**config.mk**
```make
export PLATFORM = sky130hd
export DESIGN_NAME = bkpt_nmi_flat
export DESIGN_NICKNAME = d
export VERILOG_FILES = /design/src/rtl/bkpt_pkg.sv /design/src/rtl/bkpt_nmi_if.sv /design/src/rtl/bkpt_cmp.sv /design/src/rtl/bkpt_nmi.sv /design/src/flat_wrapper.sv
export SDC_FILE = /design/constraint.sdc
export NUM_CORES = 1
export LEC_CHECK = 0
export BUFFER_PORTS_ARGS = -buffer_cell sky130_fd_sc_hd__buf_2
export CORE_ASPECT_RATIO = 1.5
export CORE_MARGIN = 1
export CORE_UTILIZATION = 35
export CTS_BUF_LIST = sky130_fd_sc_hd__clkbuf_8
export CTS_CLUSTER_SIZE = 40
export DETAILED_ROUTE_END_ITERATION = 10
export GPL_ROUTABILITY_DRIVEN = 0
export GPL_TIMING_DRIVEN = 0
export PLACE_DENSITY = 0.64
export SYNTH_ARGS = -nofsm -noshare
export SYNTH_HDL_FRONTEND = slang
export SYNTH_SLANG_ARGS = --single-unit
```
**constraint.sdc**
```tcl
create_clock -name clk_25mhz -period 3.9 [get_ports clk_25mhz]
set_input_delay 0 -clock clk_25mhz [delete_from_list [all_inputs] [get_ports clk_25mhz]]
set_output_delay 0 -clock clk_25mhz [all_outputs]
set_load 0.1 [all_outputs]
```
**src/rtl/bkpt_pkg.sv**
```systemverilog
// Shared constants for the breakpoint / single-step NMI block: register map,
// bit positions, the instruction-fetch bus-status code and step FSM states.
package bkpt_pkg;
    localparam logic [3:0] RS_CTRL = 4'd8;
    localparam logic [3:0] RS_STEP = 4'd9;
    localparam logic [3:0] RS_STAT = 4'd10;

    localparam int CTRL_STEP_EN = 8;
    localparam int CTRL_CLR     = 9;
    localparam int STAT_STEP    = 8;

    localparam logic [3:0] BST_IAQ = 4'b1011;

    typedef enum logic [1:0] {
        ST_IDLE  = 2'd0,
        ST_COUNT = 2'd1,
        ST_FIRE  = 2'd2
    } step_state_t;
endpackage

```
**src/rtl/bkpt_nmi_if.sv**
```systemverilog
// CPU-side bus bundle: address/status/strobe snoop, register-file port, NMI.
// The read-data signal is named dout because "do" is a reserved word.
interface bkpt_nmi_if;
    logic [15:0] ab;
    logic [3:0]  bst;
    logic        as;
    logic        iaq;
    logic        user;
    logic        csn;
    logic [3:0]  rs;
    logic        nwr;
    logic [15:0] di;
    logic [15:0] dout;
    logic        nmi;

    modport master (output ab, bst, as, iaq, user, csn, rs, nwr, di,
                    input  dout, nmi);
    modport slave  (input  ab, bst, as, iaq, user, csn, rs, nwr, di,
                    output dout, nmi);
endinterface

```
**src/rtl/bkpt_cmp.sv**
```systemverilog
// One breakpoint comparator: address register, enable bit, fetch-address match.
// hit is combinational from the current (pre-write) register values; no backpressure.
module bkpt_cmp (
    input  logic        clk_25mhz,
    input  logic        reset,
    input  logic        addr_wr,
    input  logic        en_wr,
    input  logic [15:0] wdat,
    input  logic        en_dat,
    input  logic        qual,
    input  logic [15:0] ab,
    output logic [15:0] addr,
    output logic        en,
    output logic        hit
);
    always_ff @(posedge clk_25mhz) begin
        if (reset) begin
            addr <= '0;
            en   <= 1'b0;
        end else begin
            if (addr_wr) addr <= wdat;
            if (en_wr)   en   <= en_dat;
        end
    end

    assign hit = qual & en & (ab == addr);
endmodule

```
**src/rtl/bkpt_nmi.sv**
```systemverilog
// Breakpoint and single-step NMI generator with a small word register file.
// nmi rises one clock after the triggering fetch and drops on the next fetch edge.
module bkpt_nmi
    import bkpt_pkg::*;
#(
    parameter int          NBP       = 4,
    parameter int          CW        = 8,
    parameter int          DELAY     = 3,
    parameter logic [15:0] LREX_ADDR = 16'h1ece,
    parameter bit          USER_ONLY = 1'b1
) (
    input  logic     clk_25mhz,
    input  logic     reset,
    bkpt_nmi_if.slave bus
);
    logic           fs, lrex, we, ctrl_wr, clr, qual, nmi;
    logic [NBP-1:0] hit, bp_en, stat_hit;
    logic [15:0]    bp_addr [NBP];
    logic           step_en, stat_step, bp_pend;
    logic [CW-1:0]  step_cnt, cnt;
    step_state_t    state;

    assign fs      = bus.as & bus.iaq;
    assign lrex    = (bus.ab == LREX_ADDR) & (bus.bst == BST_IAQ);
    assign we      = ~bus.csn & ~bus.nwr;
    assign ctrl_wr = we & (bus.rs == RS_CTRL);
    assign clr     = ctrl_wr & bus.di[CTRL_CLR];
    // Suppressing hits while nmi is up keeps the handler's own fetches from re-triggering.
    assign qual    = fs & (bus.user | ~USER_ONLY) & ~nmi;

    for (genvar gi = 0; gi < NBP; gi++) begin : g_cmp
        bkpt_cmp u_cmp (
            .clk_25mhz (clk_25mhz),
            .reset     (reset),
            .addr_wr   (we & (bus.rs == 4'(gi))),
            .en_wr     (ctrl_wr),
            .wdat      (bus.di),
            .en_dat    (bus.di[gi]),
            .qual      (qual),
            .ab        (bus.ab),
            .addr      (bp_addr[gi]),
            .en        (bp_en[gi]),
            .hit       (hit[gi])
        );
    end

    always_ff @(posedge clk_25mhz) begin
        if (reset) begin
            step_en  <= 1'b0;
            step_cnt <= '0;
            stat_hit <= '0;
            bp_pend  <= 1'b0;
        end else begin
            if (ctrl_wr)                      step_en  <= bus.di[CTRL_STEP_EN];
            if (we && bus.rs == RS_STEP)      step_cnt <= bus.di[CW-1:0];
            stat_hit <= (clr ? '0 : stat_hit) | hit;
            if (|hit)     bp_pend <= 1'b1;
            else if (fs)  bp_pend <= 1'b0;
        end
    end

    always_ff @(posedge clk_25mhz) begin
        if (reset) begin
            state     <= ST_IDLE;
            cnt       <= '0;
            stat_step <= 1'b0;
        end else begin
            if (clr) stat_step <= 1'b0;
            case (state)
                ST_IDLE: begin
                    if (lrex && step_en) begin
                        state <= ST_COUNT;
                        cnt   <= (step_cnt == '0) ? CW'(DELAY) : step_cnt;
                    end
                end
                ST_COUNT: begin
                    if (!step_en) begin
                        state <= ST_IDLE;
                    end else if (lrex) begin
                        cnt <= (step_cnt == '0) ? CW'(DELAY) : step_cnt;
                    end else if (fs) begin
                        if (cnt == CW'(1)) begin
                            state     <= ST_FIRE;
                            stat_step <= 1'b1;
                        end
                        if (cnt != '0) cnt <= cnt - CW'(1);
                    end
                end
                ST_FIRE: begin
                    if (fs) state <= ST_IDLE;
                end
                default: state <= ST_IDLE;
            endcase
        end
    end

    assign nmi     = bp_pend | (state == ST_FIRE);
    assign bus.nmi = nmi;

    always_comb begin
        bus.dout = '0;
        if (!bus.csn) begin
            for (int i = 0; i < NBP; i++) begin
                if (bus.rs == 4'(i)) bus.dout = bp_addr[i];
            end
            case (bus.rs)
                RS_CTRL: begin
                    bus.dout[NBP-1:0]    = bp_en;
                    bus.dout[CTRL_STEP_EN] = step_en;
                end
                RS_STEP: bus.dout = 16'(step_cnt);
                RS_STAT: begin
                    bus.dout[NBP-1:0]   = stat_hit;
                    bus.dout[STAT_STEP] = stat_step;
                end
                default: ;
            endcase
        end
    end
endmodule
```
**src/flat_wrapper.sv**
```systemverilog
// flat-port wrapper written by rule: the top's interface ports become plain ports
module bkpt_nmi_flat import bkpt_pkg::*;
#(
    parameter int          NBP       = 4,
    parameter int          CW        = 8,
    parameter int          DELAY     = 3,
    parameter logic [15:0] LREX_ADDR = 16'h1ece,
    parameter bit          USER_ONLY = 1'b1
)
  (clk_25mhz, reset, bus_ab, bus_bst, bus_as, bus_iaq, bus_user, bus_csn, bus_rs, bus_nwr, bus_di, bus_dout, bus_nmi);
  bkpt_nmi_if bus_i ();
  input  logic clk_25mhz;
  input  logic reset;
  input wire logic [$bits(bus_i.ab)-1:0] bus_ab;
  input wire logic [$bits(bus_i.bst)-1:0] bus_bst;
  input wire logic [$bits(bus_i.as)-1:0] bus_as;
  input wire logic [$bits(bus_i.iaq)-1:0] bus_iaq;
  input wire logic [$bits(bus_i.user)-1:0] bus_user;
  input wire logic [$bits(bus_i.csn)-1:0] bus_csn;
  input wire logic [$bits(bus_i.rs)-1:0] bus_rs;
  input wire logic [$bits(bus_i.nwr)-1:0] bus_nwr;
  input wire logic [$bits(bus_i.di)-1:0] bus_di;
  output wire logic [$bits(bus_i.dout)-1:0] bus_dout;
  output wire logic [$bits(bus_i.nmi)-1:0] bus_nmi;
  assign bus_i.ab = bus_ab;
  assign bus_i.bst = bus_bst;
  assign bus_i.as = bus_as;
  assign bus_i.iaq = bus_iaq;
  assign bus_i.user = bus_user;
  assign bus_i.csn = bus_csn;
  assign bus_i.rs = bus_rs;
  assign bus_i.nwr = bus_nwr;
  assign bus_i.di = bus_di;
  assign bus_dout = bus_i.dout;
  assign bus_nmi = bus_i.nmi;
  bkpt_nmi #(.NBP(NBP), .CW(CW), .DELAY(DELAY), .LREX_ADDR(LREX_ADDR), .USER_ONLY(USER_ONLY)) u_core (.clk_25mhz(clk_25mhz), .reset(reset), .bus(bus_i));
endmodule
```
=== Yosys cells after proc, flatten, opt, wreduce, memory -nomap -nowiden ===
Index checks and enable logic that the tools add are counted.
W data, S select, Z words.

* $add $sub $neg: 1
* Div/mod/pow operators: 0
* $lt $le $gt $ge: 0
* Bitwise operators: 24
* Mux-type cells: 32
* Shift-type cells: 0
* Multiply operators: 0
* Equal/unequal tests: 23
* Reductions and logical operators: 11

{| class="wikitable"
|+ Operators by type and width
! operator !! count
|-
| $mux W16 || 5
|-
| $eq A16 B16 Y1 || 4
|-
| $mux W8 || 6
|-
| $and A1 B1 Y1 || 19
|-
| $eq A16 B13 Y1 const B || 1
|-
| $eq A4 B4 Y1 const B || 4
|-
| $pmux W8 S2 || 1
|-
| $mux W2 || 6
|-
| $pmux W4 S3 || 1
|-
| $reduce_and A5 Y1 || 2
|-
| $eq A4 B2 Y1 const B || 2
|-
| $eq A8 B1 Y1 const B || 1
|-
| $logic_not A8 Y1 || 1
|-
| $mux W1 || 8
|-
| $mux W4 || 2
|-
| $reduce_bool A8 Y1 || 1
|-
| $sub A8 B1 Y8 const B || 1
|-
| $mux W7 || 1
|-
| $ne A2 B1 Y1 const B || 3
|-
| $ne A3 B1 Y1 const B || 2
|-
| $ne A3 B3 Y1 const B || 2
|-
| $pmux W2 S3 || 1
|-
| $eq A4 B1 Y1 const B || 1
|-
| $logic_not A4 Y1 || 1
|-
| other kinds (11) || 15
|}

* Logic and storage cells: 106
* Memories kept: 0
* Output and inout bits: 17
* Bits in writable memories: 0
* Bits in latches: 0
* Input port bits: 47
* Flip-flop bits (word level): 93
* ROM bits: 0

=== Longest topological paths before layout ===
* Depth in word-level cells: 10
* Mapped depth: 8
* Mapped depth without buffers: 7

=== Cells and area by module ===
A second synthesis with hierarchy kept.

* Cells, all modules: 569
* Area, all modules: 5207.5 um2

{| class="wikitable"
|+ By module, submodules not included
! module !! sequential area each (um2) !! area each (um2) !! times used !! cells an instance
|-
| bkpt_cmp || 340.3 || 775.7 || 4 || 77
|-
| bkpt_nmi || 500.5 || 2104.5 || 1 || 261
|}

=== Least setup slack after synthesis ===
Ideal clock, no wire load.

* Path type: in2out
* From: in bus_rs[0]
* To: out bus_dout[1]
* Data required time: 3.900 ns
* Buffers on the path: 2
* Stages: 6
* Data arrival time: 3.015 ns
* Slack: 0.885 ns
* Cells stage by stage: buf_2 -> buf_2 -> mux2i_1 -> o21ai_0 -> a221oi_1 -> a211oi_1

* Cells in the longest elaborated chain, start to end: 7
* Elaborated cells between the ends (all ways): 13
* Classes of those cells: eq/ne (6); mux (6); reduce/logical (1)

{| class="wikitable"
|+ Ends and longest elaborated chain
! item !! line !! source
|-
| start, declared || flat_wrapper.sv:20 || <nowiki>input wire logic [$bits(bus_i.rs)-1:0] bus_rs;</nowiki>
|-
| $logic_not A4 Y1 || bkpt_nmi.sv:104 || <nowiki>if (bus.rs == 4'(i)) bus.dout = bp_addr[i];</nowiki>
|-
| $mux W16 (4 in series) || bkpt_nmi.sv:104 ||
|-
| $pmux W4 S3 * || bkpt_nmi.sv:106 || <nowiki>case (bus.rs)</nowiki>
|-
| $mux W16 * || bkpt_nmi.sv:102 || <nowiki>if (!bus.csn) begin</nowiki>
|-
| end, declared || flat_wrapper.sv:23 || <nowiki>output wire logic [$bits(bus_i.dout)-1:0] bus_dout;</nowiki>
|}

Mark *: on every way between the ends. The rest lies on a longest branch, timed or not.

=== Worst setup path in the final report ===
* From: in bus_rs[3]
* To: out bus_dout[5]

* Cells in the longest elaborated chain, start to end: 7
* Elaborated cells between the ends (all ways): 11
* Classes of those cells: eq/ne (4); mux (6); reduce/logical (1)

{| class="wikitable"
|+ Ends and longest elaborated chain
! item !! line
|-
| $logic_not A4 Y1 || bkpt_nmi.sv:104
|-
| $mux W16 (4 in series) || bkpt_nmi.sv:104
|-
| $mux W4 * || bkpt_nmi.sv:106
|-
| $mux W16 * || bkpt_nmi.sv:102
|}

Marks and branches as above.

==> results.tsv <==
stage	metric	value	unit
detailed_routing	viasPerCell	5.385	
global_route	grt_max_degree	17	
detailed_routing	met3_wirelength	752	um
layout	fillers	1560	
setup_path	required	3.90	ns
layout	multi_input_area	0.003132	sq mm
floorplanning	rows	54	
sta	skew	0.02248	ns
synth	netlist_instances	666	
pwr	seq_power_share	49.7	%
sta	fin_crit_sh	54.54	%
detailed_routing	antenna_left	0	
layout	utilization	42.26	%
detailed_routing	dr.first_iter.drc_count	367	
global_route	grt_pass1_vias	4983	
synth	yosys_register_bits	93	
synth	ys_async_sr_fraction	0	%
synth	synth.distinct_cells	57	
sta	max_clock_freq	470.1	MHz
synth	seq_area_frac_synth	35.01	%
floorplanning	fp.dieW	102.6	um
clock_network	clk_path_buf_depth	2	
floorplanning	io_pins	64	
clock_network	path_clk_slew	0.09	ns
floorplanning	dieArea	0.01570	sq mm
worst_hold_path	hold_class	in2reg	
global_route	antenna_found_initial	0	
global_route	grt_pass1_wl	27740	um
synth	synth_area_leaders	dfxtp_1, nand2_1, xnor2_1	
pwr	p_comb_share	12.2	%
detailed_routing	firstDrtPassIters	5	
synth	netlist_area	0.005318	sq mm
global_route	grt_remaining_overflow	0	
detailed_routing	met2_length	9041	um
layout	ff_latch_area	0.001862	sq mm
detailed_routing	wl_met1	6914	um
synth	avgSynthCellArea	7.984	sq um
setup_path	cp.arrival	2.13	ns
clock_network	clock_latency	0.38	ns
clock_network	clock_sinks	93	
floorplanning	coreArea	0.01466	sq mm
layout	synthToLayoutAreaGrowth	16.52	%
synth	yosysTopAreaCellShare	35.01	%
sta	finalHoldViolCount	0	
global_route	track_usage	23.78	%
run_status	status	complete, no violations	
sta	drv_slew	0	
clock_network	post_cts_resized	0	
run	max-cap-violations	0	
synth	yosysTopAreaCell	dfxtp_1	
setup_path	cp-end-kind	primary output	
sta	setup_viol	0	
synth	synth_fp_nets	715	
sta	final.min_clock_period	2.127	ns
setup_path	critPathLaunchType	input pin	
floorplanning	start_util	36.27	%
detailed_routing	wirelength	17830	um
setup_path	cp_max_fo	10	
pwr	pwr-share-clk	38.1	%
clock_network	cts-root-buf	clkbuf_8	
clock_network	cts_tree	done	
setup_path	path_class	in2out	
synth	synthFlopType	dfxtp_1	
layout	drive_gt1_share	14.61	%
pwr	leakage	2.243	nW
detailed_routing	avgRoutedWirePerCell	18.93	um
pwr	intPower	1.403	mW
layout	n_antenna_cell	0	
sta	worst_pin_slew	0.7645	ns
detailed_routing	highest_layer	met4	
sta	rsz0062_at_grt	false	
clock_network	cts_buffers	9	
detailed_routing	vias	5073	
place	dp_hpwl	13740	um
sta	finalSetupTns	0	ns
pwr	power_density	312.0	mW/mm^2
floorplanning	dieHeight	153.0	um
layout	fin_nets	791	
place	port_buffers	47	
sta	slew_headroom	48.75	%
synth	synth_edf_count	0	
detailed_routing	drc	0	
pwr	swShare	27.43	%
synth	yosys_warnings	0	
clock_network	htreeDepth	3	
pwr	switching_power	0.5303	mW
pwr	peakVddDrop	152.3	uV
-- repair_timing --
item                                   in CTS  in global routing
endpoints found under the hold margin      77                  0
setup buffers                               0                  0
hold buffers                               18                  0
-- routing by layer --
| layer | vias up | track usage [%] |
|---|---|---|
| met1 | 2388 | 27.11 |
| met5 | - | 0 |
| met3 | 48 | 3.018 |
| met4 | 0 | 14.42 |
| met2 | 183 | 41.08 |
| li1 | 2454 | - |
-- power by group through the flow --
stage               clock network (mW)  registers, mW  logic, mW
floorplan                            0          0.981      0.138
global placement                     0          0.982      0.220
detailed placement                   0          0.983      0.220
CTS                              0.742          0.960      0.234
global route                     0.777          0.962      0.251
finish                           0.737          0.961      0.236
-- sequential cells by signal, indices dropped and copies added (netlist names) --
signal                   count
u_core.bp_pend               1
u_core.cnt                   8
u_core.g_cmp.u_cmp.addr     64
u_core.g_cmp.u_cmp.en        4
u_core.stat_hit              4
u_core.stat_step             1
u_core.state                 2
u_core.step_cnt              8
u_core.step_en               1
-- area by class of cell --
cell class	count	share of cell area (%)
buffer	54	4.746
inverter	8	0.4847
sequential	93	30.05
clock buffer	9	1.999
clock inverter	6	1.515
multi-input combinational	511	50.55
tap	196	3.958
timing repair buffer	65	6.704
-- cell families after synthesis --
family	share of synthesized area, %
AO/OA/AOI/OAI	17.18
flip-flops	35.01
multiplexers	8.565
AND/OR/NAND/NOR	22.14
buffers and inverters	6.094
adder cells (fa/ha/maj)	0.4705
XOR/XNOR	10.54
-- per-stage QoR --
step | power (mW) | instance area, sq um | std cells | worst slack (ns) | hold slack, ns
finish | 1.933 | 6196 | 942 | 1.773 | 0.03526
global route | 1.990 | 6196 | 942 | 1.604 | 0.04088
CTS | 1.936 | 6196 | 942 | 1.812 | 0.02838
detailed placement | 1.202 | 5798 | 909 | 1.841 | 0.2933
global placement | 1.203 | 5798 | 909 | 1.823 | 0.2864
floorplan | 1.119 | 5318 | 666 | 0.8849 | 0.1360
-- placed cells by master, fill, tap and decap left out, types with 11 or more instances in the layout --
| master | netlist | layout |
|---|---|---|
| nor2_1 | 43 | 43 |
| a21oi_1 | 68 | 68 |
| xor2_1 | 11 | 11 |
| nand2_1 | 140 | 140 |
| buf_2 | 18 | 65 |
| mux2i_1 | 41 | 41 |
| xnor2_1 | 53 | 53 |
| o21ai_0 | 18 | 18 |
| a211oi_1 | 11 | 11 |
| nand4_1 | 15 | 15 |
| dlygate4sd3_1 | 0 | 18 |
| dfxtp_1 | 93 | 93 |
| clkbuf_1 | 23 | 23 |
| nand3_1 | 16 | 16 |
-- Yosys cell counts (11+ instances only) --
| master | number |
|---|---|
| a211oi_1 | 11 |
| a21oi_1 | 68 |
| buf_2 | 18 |
| clkbuf_1 | 23 |
| dfxtp_1 | 93 |
| mux2i_1 | 41 |
| nand2_1 | 140 |
| nand3_1 | 16 |
| nand4_1 | 15 |
| nor2_1 | 43 |
| o21ai_0 | 18 |
| xnor2_1 | 53 |
| xor2_1 | 11 |
-- final timing paths --
check / end / slack, ns / start / depth (start not counted)
worst max-delay path: bus_dout[5] / 1.77 / bus_rs[3] / 8
worst min-delay path: u_core.stat_hit[1] / 0.04 / bus_ab[8] / 4
worst max register to register: u_core.cnt[7] / 1.84 / u_core.cnt[0] / 8
worst min register to register: u_core.stat_step / 0.47 / u_core.stat_step / 2
-- critical path, cell delays in order --
cell	delay, ns
buf_2	0.11
nor2_2	0.32
and3_1	0.20
buf_2	0.19
clkbuf_1	0.48
a222oi_1	0.16
nor2_1	0.20
buf_2	0.46
Note: power is estimated with default switching activity, not from simulation.
